File: src/rtl/wb_port_arbiter_pkg.sv
// Shared constants for the writeback-port arbiter: requester count, source
// index encoding and the global register-file widths.
package wb_port_arbiter_pkg;

    localparam int unsigned WB_ADDR_W = 5;
    localparam int unsigned WB_DATA_W = 32;

    localparam int unsigned WB_NREQ  = 3;
    localparam int unsigned WB_SRC_W = $clog2(WB_NREQ);

    localparam logic [WB_SRC_W-1:0] WB_SRC_ALU = WB_SRC_W'(0);
    localparam logic [WB_SRC_W-1:0] WB_SRC_LSU = WB_SRC_W'(1);
    localparam logic [WB_SRC_W-1:0] WB_SRC_MDU = WB_SRC_W'(2);

endpackage

File: src/rtl/wb_port_arbiter_rr_pick.sv
// Combinational round-robin selector: first set request after i_last, wrapping.
// Produces a one-hot grant, its encoded index and an any-request flag.
module wb_port_arbiter_rr_pick #(
    parameter  int unsigned N  = 3,
    localparam int unsigned IW = (N > 1) ? $clog2(N) : 1
) (
    input  logic [N-1:0]  i_req,
    input  logic [IW-1:0] i_last,
    output logic [N-1:0]  o_gnt,
    output logic [IW-1:0] o_idx,
    output logic          o_any
);

    always_comb begin
        o_gnt = '0;
        o_idx = '0;
        o_any = 1'b0;
        for (int unsigned k = 1; k <= N; k++) begin
            int unsigned j;
            j = (32'(i_last) + k) % N;
            if (!o_any && i_req[j]) begin
                o_gnt[j] = 1'b1;
                o_idx    = IW'(j);
                o_any    = 1'b1;
            end
        end
    end

endmodule

File: src/rtl/wb_port_arbiter.sv
// Shares the single regfile write port among NREQ writeback sources using
// round-robin arbitration; registered write/commit one cycle after fire.
module wb_port_arbiter
    import wb_port_arbiter_pkg::*;
#(
    parameter  int unsigned NREQ   = WB_NREQ,
    parameter  int unsigned ADDR_W = WB_ADDR_W,
    parameter  int unsigned DATA_W = WB_DATA_W,
    parameter  int unsigned CNT_W  = 32,
    localparam int unsigned SRC_W  = (NREQ > 1) ? $clog2(NREQ) : 1
) (
    input  logic                     clk,
    input  logic                     reset,
    input  logic [NREQ-1:0]          req_valid,
    output logic [NREQ-1:0]          req_ready,
    input  logic [NREQ-1:0]          req_wen,
    input  logic [NREQ*ADDR_W-1:0]   req_waddr,
    input  logic [NREQ*DATA_W-1:0]   req_wdata,
    input  logic                     wb_stall,
    output logic                     rf_we,
    output logic [ADDR_W-1:0]        rf_waddr,
    output logic [DATA_W-1:0]        rf_wdata,
    output logic                     commit_valid,
    output logic [SRC_W-1:0]         commit_src,
    output logic [CNT_W-1:0]         conflict_cnt
);

    logic [SRC_W-1:0]  r_last_grant;
    logic              r_rf_we;
    logic [ADDR_W-1:0] r_rf_waddr;
    logic [DATA_W-1:0] r_rf_wdata;
    logic              r_commit_valid;
    logic [SRC_W-1:0]  r_commit_src;
    logic [CNT_W-1:0]  r_conflict_cnt;

    logic [NREQ-1:0]   w_gnt;
    logic [SRC_W-1:0]  w_idx;
    logic              w_any;
    logic              w_fire;
    logic              w_sel_wen;
    logic [ADDR_W-1:0] w_sel_waddr;
    logic [DATA_W-1:0] w_sel_wdata;
    logic              w_conflict;

    wb_port_arbiter_rr_pick #(
        .N(NREQ)
    ) u_rr_pick (
        .i_req  (req_valid),
        .i_last (r_last_grant),
        .o_gnt  (w_gnt),
        .o_idx  (w_idx),
        .o_any  (w_any)
    );

    // Grants are withheld during reset and stall so nothing can fire then.
    assign w_fire     = w_any & ~reset & ~wb_stall;
    assign req_ready  = (reset | wb_stall) ? '0 : w_gnt;
    assign w_conflict = ($countones(req_valid) > 1) & ~wb_stall;

    always_comb begin
        w_sel_wen   = 1'b0;
        w_sel_waddr = '0;
        w_sel_wdata = '0;
        for (int unsigned i = 0; i < NREQ; i++) begin
            if (w_idx == SRC_W'(i)) begin
                w_sel_wen   = req_wen[i];
                w_sel_waddr = req_waddr[i*ADDR_W +: ADDR_W];
                w_sel_wdata = req_wdata[i*DATA_W +: DATA_W];
            end
        end
    end

    // Payload registers hold when nothing fires; strobes drop to zero.
    always_ff @(posedge clk) begin
        if (reset) begin
            r_last_grant   <= SRC_W'(NREQ - 1);
            r_rf_we        <= 1'b0;
            r_rf_waddr     <= '0;
            r_rf_wdata     <= '0;
            r_commit_valid <= 1'b0;
            r_commit_src   <= '0;
            r_conflict_cnt <= '0;
        end else begin
            r_commit_valid <= w_fire;
            r_rf_we        <= w_fire & w_sel_wen & (w_sel_waddr != '0);
            if (w_fire) begin
                r_last_grant <= w_idx;
                r_commit_src <= w_idx;
                r_rf_waddr   <= w_sel_waddr;
                r_rf_wdata   <= w_sel_wdata;
            end
            if (w_conflict && (r_conflict_cnt != '1)) begin
                r_conflict_cnt <= r_conflict_cnt + CNT_W'(1);
            end
        end
    end

    assign rf_we        = r_rf_we;
    assign rf_waddr     = r_rf_waddr;
    assign rf_wdata     = r_rf_wdata;
    assign commit_valid = r_commit_valid;
    assign commit_src   = r_commit_src;
    assign conflict_cnt = r_conflict_cnt;

endmodule

File: config.mk
export PLATFORM = sky130hd
export DESIGN_NAME = wb_port_arbiter
export DESIGN_NICKNAME = d
export VERILOG_FILES = /design/src/rtl/wb_port_arbiter_pkg.sv /design/src/rtl/wb_port_arbiter_rr_pick.sv /design/src/rtl/wb_port_arbiter.sv
export SDC_FILE = /design/constraint.sdc
export NUM_CORES = 1
export LEC_CHECK = 0
export CAP_MARGIN = 20
export CORE_MARGIN = 4
export CORE_UTILIZATION = 36
export CTS_CLUSTER_SIZE = 8
export DETAILED_ROUTE_END_ITERATION = 10
export HOLD_SLACK_MARGIN = 0.03
export PLACE_DENSITY = 0.75
export SETUP_SLACK_MARGIN = 0.02
export SLEW_MARGIN = 20
export SYNTH_ARGS = -nofsm -noshare
export SYNTH_HDL_FRONTEND = slang
export SYNTH_SLANG_ARGS = --single-unit
File: constraint.sdc
create_clock -name clk -period 3 [get_ports clk]
set_input_delay 0.6 -clock clk [delete_from_list [all_inputs] [get_ports clk]]
set_output_delay 0.6 -clock clk [all_outputs]
set_load 0.05 [all_outputs]
==> results of run 1 <==
## per-stage QoR
stage | util | power [mW] | setup slack [ns] | instance area [µm²] | hold slack, ns
floorplan | - | 2.42 | 0.0956 | 4070 | 0.499
global placement | 0.570 | 3.10 | 0.146 | 6230 | 0.444
detailed placement | 0.570 | 3.13 | 0.0978 | 6230 | 0.448
CTS | 0.598 | 4.25 | 0.0300 | 6540 | 0.457
global route | 0.599 | 4.43 | 0.0110 | 6550 | 0.484
finish | 0.599 | 4.23 | 0.0875 | 6550 | 0.456
## Yosys cell counts, types with 2 or more instances
| library cell | number |
|---|---|
| xnor2_1 | 3 |
| nand4_1 | 5 |
| nand3b_1 | 5 |
| buf_4 | 6 |
| nand4_4 | 2 |
| a31o_1 | 4 |
| and2_1 | 7 |
| o31ai_1 | 2 |
| buf_2 | 10 |
| a41oi_1 | 2 |
| o21ai_1 | 10 |
| nand3_1 | 18 |
| nor2b_1 | 4 |
| o211ai_1 | 3 |
| o21ai_0 | 14 |
| a211o_1 | 2 |
| inv_1 | 9 |
| nor3_1 | 5 |
| dfxtp_1 | 74 |
| ha_1 | 6 |
| nor2_1 | 54 |
| xor2_1 | 10 |
| o22a_1 | 3 |
| or3_1 | 14 |
| a311oi_1 | 26 |
| clkbuf_1 | 18 |
| and3_1 | 4 |
| and4_1 | 4 |
| or4_1 | 2 |
| a211oi_1 | 7 |
| a21oi_1 | 19 |
| a31oi_1 | 2 |
| mux2i_1 | 11 |
| nand2_1 | 68 |
| o2111ai_1 | 3 |
| a31o_2 | 30 |
## per-layer routing
layer	track usage	vias up	part of all wire
met5	0	-	0
met4	0.0736	0	0.023
met3	0.0851	24	0.11
met2	0.361	201	0.49
met1	0.244	2097	0.38
li1	-	2181	-
## sequential cells by signal (all words and copies together) (netlist names)
signal	flops
conflict_cnt	32
commit_src	1
rf_waddr	5
commit_valid	1
rf_wdata	32
rf_we	1
r_last_grant	2
## worst register-to-register path, cell delays in order (launching register included)
cell	delay [ns]
dfxtp_1	0.44
nand4_2	0.21
nor4_4	0.42
nand4_4	0.22
o21ai_2	0.66
nor3_1	0.12
mux2_1	0.34
## cell type report
| cell class | count | area share |
|---|---|---|
| timing repair buffer | 208 | 0.325 |
| clock buffer | 12 | 0.0392 |
| inverter | 11 | 0.00630 |
| sequential | 74 | 0.226 |
| tap | 140 | 0.0267 |
| multi-input combinational | 370 | 0.369 |
| clock inverter | 4 | 0.00764 |
## layout by cell type, fill, tap and decap left out, types with 10 or more instances in the layout
| cell | synthesis | routed |
|---|---|---|
| nand2_1 | 68 | 68 |
| o21ai_0 | 14 | 13 |
| or3_1 | 14 | 14 |
| nand3_1 | 18 | 18 |
| clkdlybuf4s50_1 | 0 | 192 |
| xor2_1 | 10 | 10 |
| mux2i_1 | 11 | 10 |
| a21oi_1 | 19 | 19 |
| a31o_2 | 30 | 30 |
| dfxtp_1 | 74 | 73 |
| a311oi_1 | 26 | 26 |
| nor2_1 | 54 | 54 |
## where the power goes
group          total [mW]  internal [mW]  switching (mW)
sequential           1.22           1.13          0.0864
clock                1.10          0.688           0.410
combinational        1.91          0.749            1.16
## worst min path at each step
stage | cells past startpoint | slack [ns] | from | to
after floorplan | 2 | 0.50 | r_last_grant[1] | r_last_grant[1]
after global placement | 2 | 0.44 | rf_waddr[4] | rf_waddr[4]
after detailed placement | 2 | 0.45 | rf_waddr[1] | rf_waddr[1]
after CTS | 2 | 0.46 | rf_waddr[1] | rf_waddr[1]
after global routing | 2 | 0.48 | rf_waddr[2] | rf_waddr[2]
final | 2 | 0.46 | rf_waddr[1] | rf_waddr[1]
## kinds of logic (layout without fill, tap and decap cells)
group,after synthesis,count (layout),synth area share
buffers and inverters,46,235,0.0512
multiplexers,12,12,0.0299
XOR/XNOR,13,13,0.0281
AND/OR/NAND/NOR,200,200,0.247
adder cells (fa/ha/maj),6,6,0.0185
AO/OA/AOI/OAI,139,139,0.260
flip-flops,74,74,0.365
==> flow_summary.json, run 1 <==
{
  "outcome": "finished clean",
  "crit_family": "buffers and inverters",
  "final_layout_size_suffix_gt1_frac": 0.121,
  "crit_buf_inv": 3,
  "wl_per_cell_um": 17.4,
  "r2r_start": "conflict_cnt[21]",
  "antenna_found_initial": 0,
  "htreeDepth": 3,
  "path_cells": "clkdlybuf4s50_1, buf_4, mux2i_1, o21ai_1, a32oi_1, a21oi_1, buf_12",
  "slew_headroom": 0.485,
  "cts_tree": "yes",
  "overflow": 0,
  "grt_max_degree": 71,
  "hold_violations": 0,
  "grt_usage": 0.213,
  "cts_setup_buffers": 0,
  "die_y_um": 114,
  "synthArstFlopShare": 0,
  "crit_cells": 7,
  "cp_max_fo": 6,
  "synth-edff-count": 0,
  "dieArea_um2": 13000,
  "post-place-cells": 803,
  "rows": 38,
  "cts_resized": 1,
  "clkTransAtPathRegs_ns": 0.06,
  "firstDrtPassIters": 4,
  "fmax_mhz": 343,
  "wirelength_um": 14200,
  "critPathLaunch": "req_valid[1]",
  "root_buffer": "clkbuf_16",
  "route.antenna.remaining_nets": 0,
  "gp_congestion": 0.896,
  "ys_warn_count": 0,
  "peakVddDrop_mv": 0.337,
  "worst_pin_slew_ns": 0.772,
  "critical_path_class": "input pin to output port",
  "yosysTopAreaCell": "dfxtp_1",
  "clock_path_buffers": 2,
  "cts_made_buffers": 9,
  "cp_slowest_cell": "clkdlybuf4s50_1",
  "synth_top_area_frac": 0.365,
  "skew_ns": 0.00853,
  "syn_avg_cell_area_um2": 8.27,
  "n_antenna_cell": 0,
  "synthesis.area_um2": 4050,
  "die_w_um": 114,
  "start_kind": "input pin",
  "insertion_delay_ns": 0.33,
  "max_stage_delay_ns": 0.53,
  "cp-end-kind": "output port",
  "portBuffers": 195,
  "synth_cell_type_count": 60,
  "synth.area.top_cells": "dfxtp_1 37%, a31o_2 6.5%, nand2_1 6.3%, a311oi_1 5.6%, nor2_1 5.0%",
  "grt_pass1_vias": 4413,
  "slew_violations": 0,
  "drt_iter0_drc": 219,
  "ys_seq_elements": 74,
  "crit_arrival_ns": 2.31,
  "fin_crit_sh": 0.971,
  "p_per_area_nw_per_um2": 646,
  "r2r.worst_path.cells": 6,
  "viasPerCell": 5.50,
  "seq_area_frac_synth": 0.365,
  "grt_setup_unrepaired": "yes",
  "setup_viol": 0,
  "syn_to_final_growth_pct": 61.6,
  "hpwl_um": 10900,
  "syn-num-nets": 616,
  "nets": 800,
  "crit_required_ns": 2.40,
  "finalSetupTns_ns": 0,
  "synthCells": 490,
  "period_minus_slack_ns": 2.91,
  "hold_class": "flip-flop to flip-flop",
  "fin_cells": 819,
  "grt_pass1_wl_um": 22200,
  "initial_core_util": 0.371,
  "num-fill-cells": 992,
  "drc": 0,
  "coreArea_um2": 10900,
  "clkSinkCount": 74,
  "critical_path.endpoint": "req_ready[0]",
  "rr_endpoint": "conflict_cnt[25]",
  "vias": 4503,
  "maxCapViolCount": 0,
  "seq_area_um2": 1480,
  "num_io_pins": 196,
  "ff2ff_setup_slack_ns": 0.47,
  "synth_flop_cell": "dfxtp_1",
  "p_leak_nw": 2.48,
  "multiInputGateArea_um2": 2420,
  "ctsHoldBuffers": 0
}
No activity file was read; power rests on OpenSTA's default activity.
==> run 2, diff against run 1 <==
Settings changed: PLACE_DENSITY 0.75 to 0.72.
==> flow_summary.json, run 2 (synthesized netlist as in run 1, its figures left out) <==
{
  "outcome": "finished clean",
  "firstDrtPassIters": 4,
  "overflow": 0,
  "setup_viol": 0,
  "final_layout_size_suffix_gt1_frac": 0.122,
  "dpl_cell_area_um2": 6250,
  "grt_max_degree": 58,
  "layout_commonest_cell": "clkdlybuf4s50_1",
  "peakVddDrop_mv": 0.314,
  "gp_congestion": 0.826,
  "start_kind": "input pin",
  "fin_crit_sh": 0.973,
  "die_y_um": 114,
  "finalSetupTns_ns": 0,
  "num_io_pins": 196,
  "crit_required_ns": 2.40,
  "htreeDepth": 3,
  "p_leak_nw": 2.49,
  "drc": 0,
  "rr_endpoint": "rf_wdata[3]",
  "syn_to_final_growth_pct": 62.0,
  "slew_headroom": 0.447,
  "ff2ff_setup_slack_ns": 0.45,
  "vias": 4487,
  "p_per_area_nw_per_um2": 634,
  "n_antenna_cell": 0,
  "wl_per_cell_um": 17.5,
  "coreArea_um2": 10900,
  "clkSinkCount": 74,
  "hpwl_um": 10800,
  "route.antenna.remaining_nets": 0,
  "antenna_found_initial": 0,
  "hold_violations": 0,
  "path_cells": "clkdlybuf4s50_1, mux2i_2, o2111ai_2, a211o_1, nor3_4, buf_12",
  "seq_area_um2": 1480,
  "hold_path_depth": 2,
  "worst_pin_slew_ns": 0.829,
  "min_to": "rf_waddr[1]",
  "skew_ns": 0.00790,
  "cp_slowest_cell": "clkdlybuf4s50_1",
  "maxCapViolCount": 0,
  "drt_iter0_drc": 288,
  "portBuffers": 195,
  "die_w_um": 114,
  "grt_pass1_wl_um": 22300,
  "setup_ws_ns": 0.0806,
  "wirelength_um": 14300,
  "r2r.worst_path.cells": 11,
  "period_minus_slack_ns": 2.92,
  "r2r_start": "r_last_grant[0]",
  "crit_buf_inv": 2,
  "insertion_delay_ns": 0.33,
  "num-fill-cells": 948,
  "post-place-cells": 802,
  "mostFrequentLayoutCells": "192 x clkdlybuf4s50_1, 73 x dfxtp_1, 68 x nand2_1",
  "grt_pass1_vias": 4429,
  "critical_path_class": "input pin to output port",
  "root_buffer": "clkbuf_16",
  "fmax_mhz": 343,
  "hold_class": "flip-flop to flip-flop",
  "cp_max_fo": 5,
  "rows": 38,
  "pre_cts_ws_ns": 0.0579,
  "grt_usage": 0.214,
  "clock_path_buffers": 2,
  "slew_violations": 0,
  "clkTransAtPathRegs_ns": 0.05,
  "dieArea_um2": 13000,
  "max_stage_delay_ns": 0.51,
  "crit_family": "buffers and inverters",
  "design_area_um2": 6570,
  "cts_made_buffers": 9,
  "cp-end-kind": "output port",
  "initial_core_util": 0.371,
  "multiInputGateArea_um2": 2440,
  "fin_cells": 818,
  "viasPerCell": 5.49,
  "crit_arrival_ns": 2.32,
  "grt_setup_unrepaired": "no",
  "min-delay-start": "rf_waddr[1]",
  "nets": 800,
  "cts_tree": "yes"
}
==> run 2: changes by cell type in the layout (fill, tap and decap cells not counted) <==
| cell | delta |
|---|---|
| a21oi_2 | +1 |
| bufinv_16 | -1 |
| o21bai_2 | +1 |
| buf_12 | +2 |
| ha_4 | +2 |
| buf_4 | -2 |
| o21bai_1 | -1 |
| clkinvlp_4 | -2 |
| clkinv_2 | +2 |
| ha_2 | -2 |
| a21oi_1 | -1 |
==> run 2: worst max-delay path by stage <==
stage                         start          endpoint  slack, ns  cells past startpoint
floorplan           r_last_grant[0]      req_ready[1]        0.1                      9
global route        r_last_grant[0]      req_ready[1]       0.02                      7
CTS                 r_last_grant[0]      req_ready[1]       0.03                      7
global placement       req_valid[0]  conflict_cnt[25]       0.13                      8
detailed placement     req_valid[0]  conflict_cnt[25]       0.06                      8
finish                 req_valid[0]      req_ready[1]       0.08                      6
==> run 2: area by class of cell <==
type / instances / area share
Tap cell: 140 / 0.0267
Multi-Input combinational cell: 370 / 0.372
Timing Repair Buffer: 208 / 0.328
Inverter: 11 / 0.00629
Clock buffer: 12 / 0.0390
Sequential cell: 74 / 0.226
Clock inverter: 3 / 0.00229
==> run 2: metrics by stage <==
stage | hold slack, ns | total power, mW | utilization
6_report | 0.457 | 4.16 | 0.601
4_1_cts | 0.460 | 4.15 | 0.597
2_1_floorplan | 0.499 | 2.42 | -
3_3_place_gp | 0.444 | 3.13 | 0.571
3_5_place_dp | 0.448 | 3.15 | 0.571
5_1_grt | 0.492 | 4.36 | 0.601
==> run 2: layer usage <==
metal,routed length (µm),vias to the layer above,global-route usage
met5,0,-,0
met2,7160,183,0.368
met3,1290,17,0.0692
li1,-,2173,-
met1,5570,2114,0.254
met4,257,0,0.0673
==> run 2: power by group <==
part | internal (mW) | switching, mW | leakage (nW)
registers | 1.13 | 0.0875 | 0.605
logic | 0.786 | 1.18 | 1.75
clock network | 0.596 | 0.388 | 0.138
total | 2.51 | 1.65 | 2.49
==> run 2: timing repair <==
item | CTS | global route
pin swaps | 1 | 1
hold buffers | 0 | 0
setup buffers | 1 | 0
resized for setup | 2 | 9
hold endpoints to repair | 0 | 0
setup endpoints to repair | 2 | 3
==> run 2: worst reg2reg max path, stage by stage (launching register included) <==
cell      delay [ns]
dfxtp_2         0.36
inv_1           0.12
ha_4            0.34
nand3b_1        0.15
buf_4           0.18
nor2b_1         0.14
a31oi_4         0.20
buf_12          0.23
buf_12          0.24
nor2_1          0.06
a311oi_1        0.31
a31o_2          0.15
==> run 3, diff against run 2 <==
Clock period 3 ns to 3.55 ns, I/O delays scaled along.
==> flow_summary.json, run 3 (synthesized netlist as in run 1, its figures left out) <==
{
  "overflow": 0,
  "post-place-cells": 799,
  "seqPwrFrac": 0.296,
  "grt_usage": 0.210,
  "period_minus_slack_ns": 3.17,
  "skew_ns": 0.00655,
  "grt_pass1_wl_um": 21900,
  "clkTransAtPathRegs_ns": 0.06,
  "portBuffers": 195,
  "vias": 4418,
  "power_frac_clock": 0.256,
  "power.total_mw": 3.48,
  "cts_resized": 0,
  "peakVddDrop_mv": 0.270,
  "cp_max_fo": 7,
  "rr_endpoint": "rf_wdata[2]",
  "fmax_mhz": 316,
  "antenna_found_initial": 0,
  "finalSetupTns_ns": 0,
  "wl_per_cell_um": 17.1,
  "ff2ff_setup_slack_ns": 0.76,
  "htreeDepth": 3,
  "holdWs_ns": 0.466,
  "drc": 0,
  "dieArea_um2": 13000,
  "num_io_pins": 196,
  "r2r.worst_path.cells": 9,
  "root_buffer": "clkbuf_16",
  "fin_crit_sh": 0.892,
  "num-fill-cells": 976,
  "power_switching_mw": 1.37,
  "hpwl_um": 10700,
  "route.antenna.remaining_nets": 0,
  "r2r_start": "r_last_grant[0]",
  "setup_viol": 0,
  "coreArea_um2": 10900,
  "worst_pin_slew_ns": 0.834,
  "design_area_um2": 6440,
  "hold_violations": 0,
  "fin_cells": 814,
  "max_stage_delay_ns": 0.53,
  "sw_frac_of_total": 0.393,
  "ctsHoldBuffers": 0,
  "layout_commonest_cell": "clkdlybuf4s50_1",
  "p_leak_nw": 2.44,
  "clkSinkCount": 74,
  "grt_setup_unrepaired": "no",
  "min-delay-start": "rf_waddr[2]",
  "critical_path_class": "input pin to output port",
  "insertion_delay_ns": 0.33,
  "slew_violations": 0,
  "gp_congestion": 0.854,
  "cp-end-kind": "output port",
  "die_w_um": 114,
  "mostFrequentLayoutCells": "192 x clkdlybuf4s50_1, 74 x dfxtp_1, 68 x nand2_1",
  "wirelength_um": 13900,
  "crit_buf_inv": 2,
  "path_cells": "clkdlybuf4s50_1, and2_1, o21bai_1, a41oi_1, nor3_1, buf_12",
  "maxCapViolCount": 0,
  "combPwrFrac": 0.448,
  "clock_path_buffers": 2,
  "rows": 38,
  "dpl_cell_area_um2": 6150,
  "hold_class": "flip-flop to flip-flop",
  "die_y_um": 114,
  "crit_family": "buffers and inverters",
  "n_antenna_cell": 0,
  "cts_tree": "yes",
  "cp_slowest_cell": "clkdlybuf4s50_1",
  "viasPerCell": 5.43,
  "start_kind": "input pin",
  "crit_required_ns": 2.84,
  "grt_pass1_vias": 4298,
  "firstDrtPassIters": 4,
  "slew_headroom": 0.444,
  "outcome": "finished clean",
  "internal_power_mw": 2.11,
  "critPathLaunch": "req_valid[2]",
  "hold_path_depth": 2,
  "crit_arrival_ns": 2.46,
  "initial_core_util": 0.371,
  "nets": 796,
  "syn_to_final_growth_pct": 58.8,
  "cts_setup_buffers": 0,
  "drt_iter0_drc": 220,
  "final_layout_size_suffix_gt1_frac": 0.102,
  "min_to": "rf_waddr[2]",
  "cts_made_buffers": 9,
  "grt_max_degree": 71,
  "p_per_area_nw_per_um2": 541
}
==> run 3: area by class of cell <==
type | instances | area, µm² | area share
Multi-Input combinational cell | 370 | 2390 | 0.371
Timing Repair Buffer | 204 | 2060 | 0.320
Clock inverter | 3 | 40.0 | 0.00622
Inverter | 11 | 41.3 | 0.00642
Sequential cell | 74 | 1480 | 0.230
Tap cell | 140 | 175 | 0.0272
Clock buffer | 12 | 246 | 0.0383
==> run 3: routing by layer <==
metal,vias to the layer above,track usage,share of wire
li1,2174,-,-
met3,28,0.0756,0.089
met2,183,0.348,0.47
met1,2033,0.251,0.42
met5,-,0,0
met4,0,0.0752,0.024
==> run 3: power by group through the flow <==
| stage | Combinational [mW] | Clock (mW) | Sequential (mW) |
|---|---|---|---|
| after floorplan | 0.609 | 0 | 1.44 |
| after global placement | 1.55 | 0 | 1.04 |
| after detailed placement | 1.56 | 0 | 1.05 |
| after CTS | 1.57 | 0.908 | 1.03 |
| after global routing | 1.66 | 0.951 | 1.04 |
| final | 1.56 | 0.891 | 1.03 |
==> run 3: stage by stage <==
| stage | setup slack [ns] | utilization |
|---|---|---|
| floorplan | 0.328 | - |
| global placement | 0.446 | 0.562 |
| detailed placement | 0.375 | 0.562 |
| CTS | 0.394 | 0.589 |
| global route | 0.267 | 0.589 |
| finish | 0.385 | 0.589 |
==> run 3: how the worst max path moves through the flow <==
stage	to	slack, ns	depth (start not counted)
detailed placement	conflict_cnt[26]	0.37	8
floorplan	req_ready[1]	0.33	9
global placement	conflict_cnt[26]	0.45	8
global route	req_ready[2]	0.27	7
finish	req_ready[2]	0.38	6
CTS	req_ready[1]	0.39	6
==> run 3: worst min-delay path, stage by stage, from the launching register on <==
cell	delay, ns
dfxtp_1	0.31
nand3_1	0.06
nand2_1	0.05
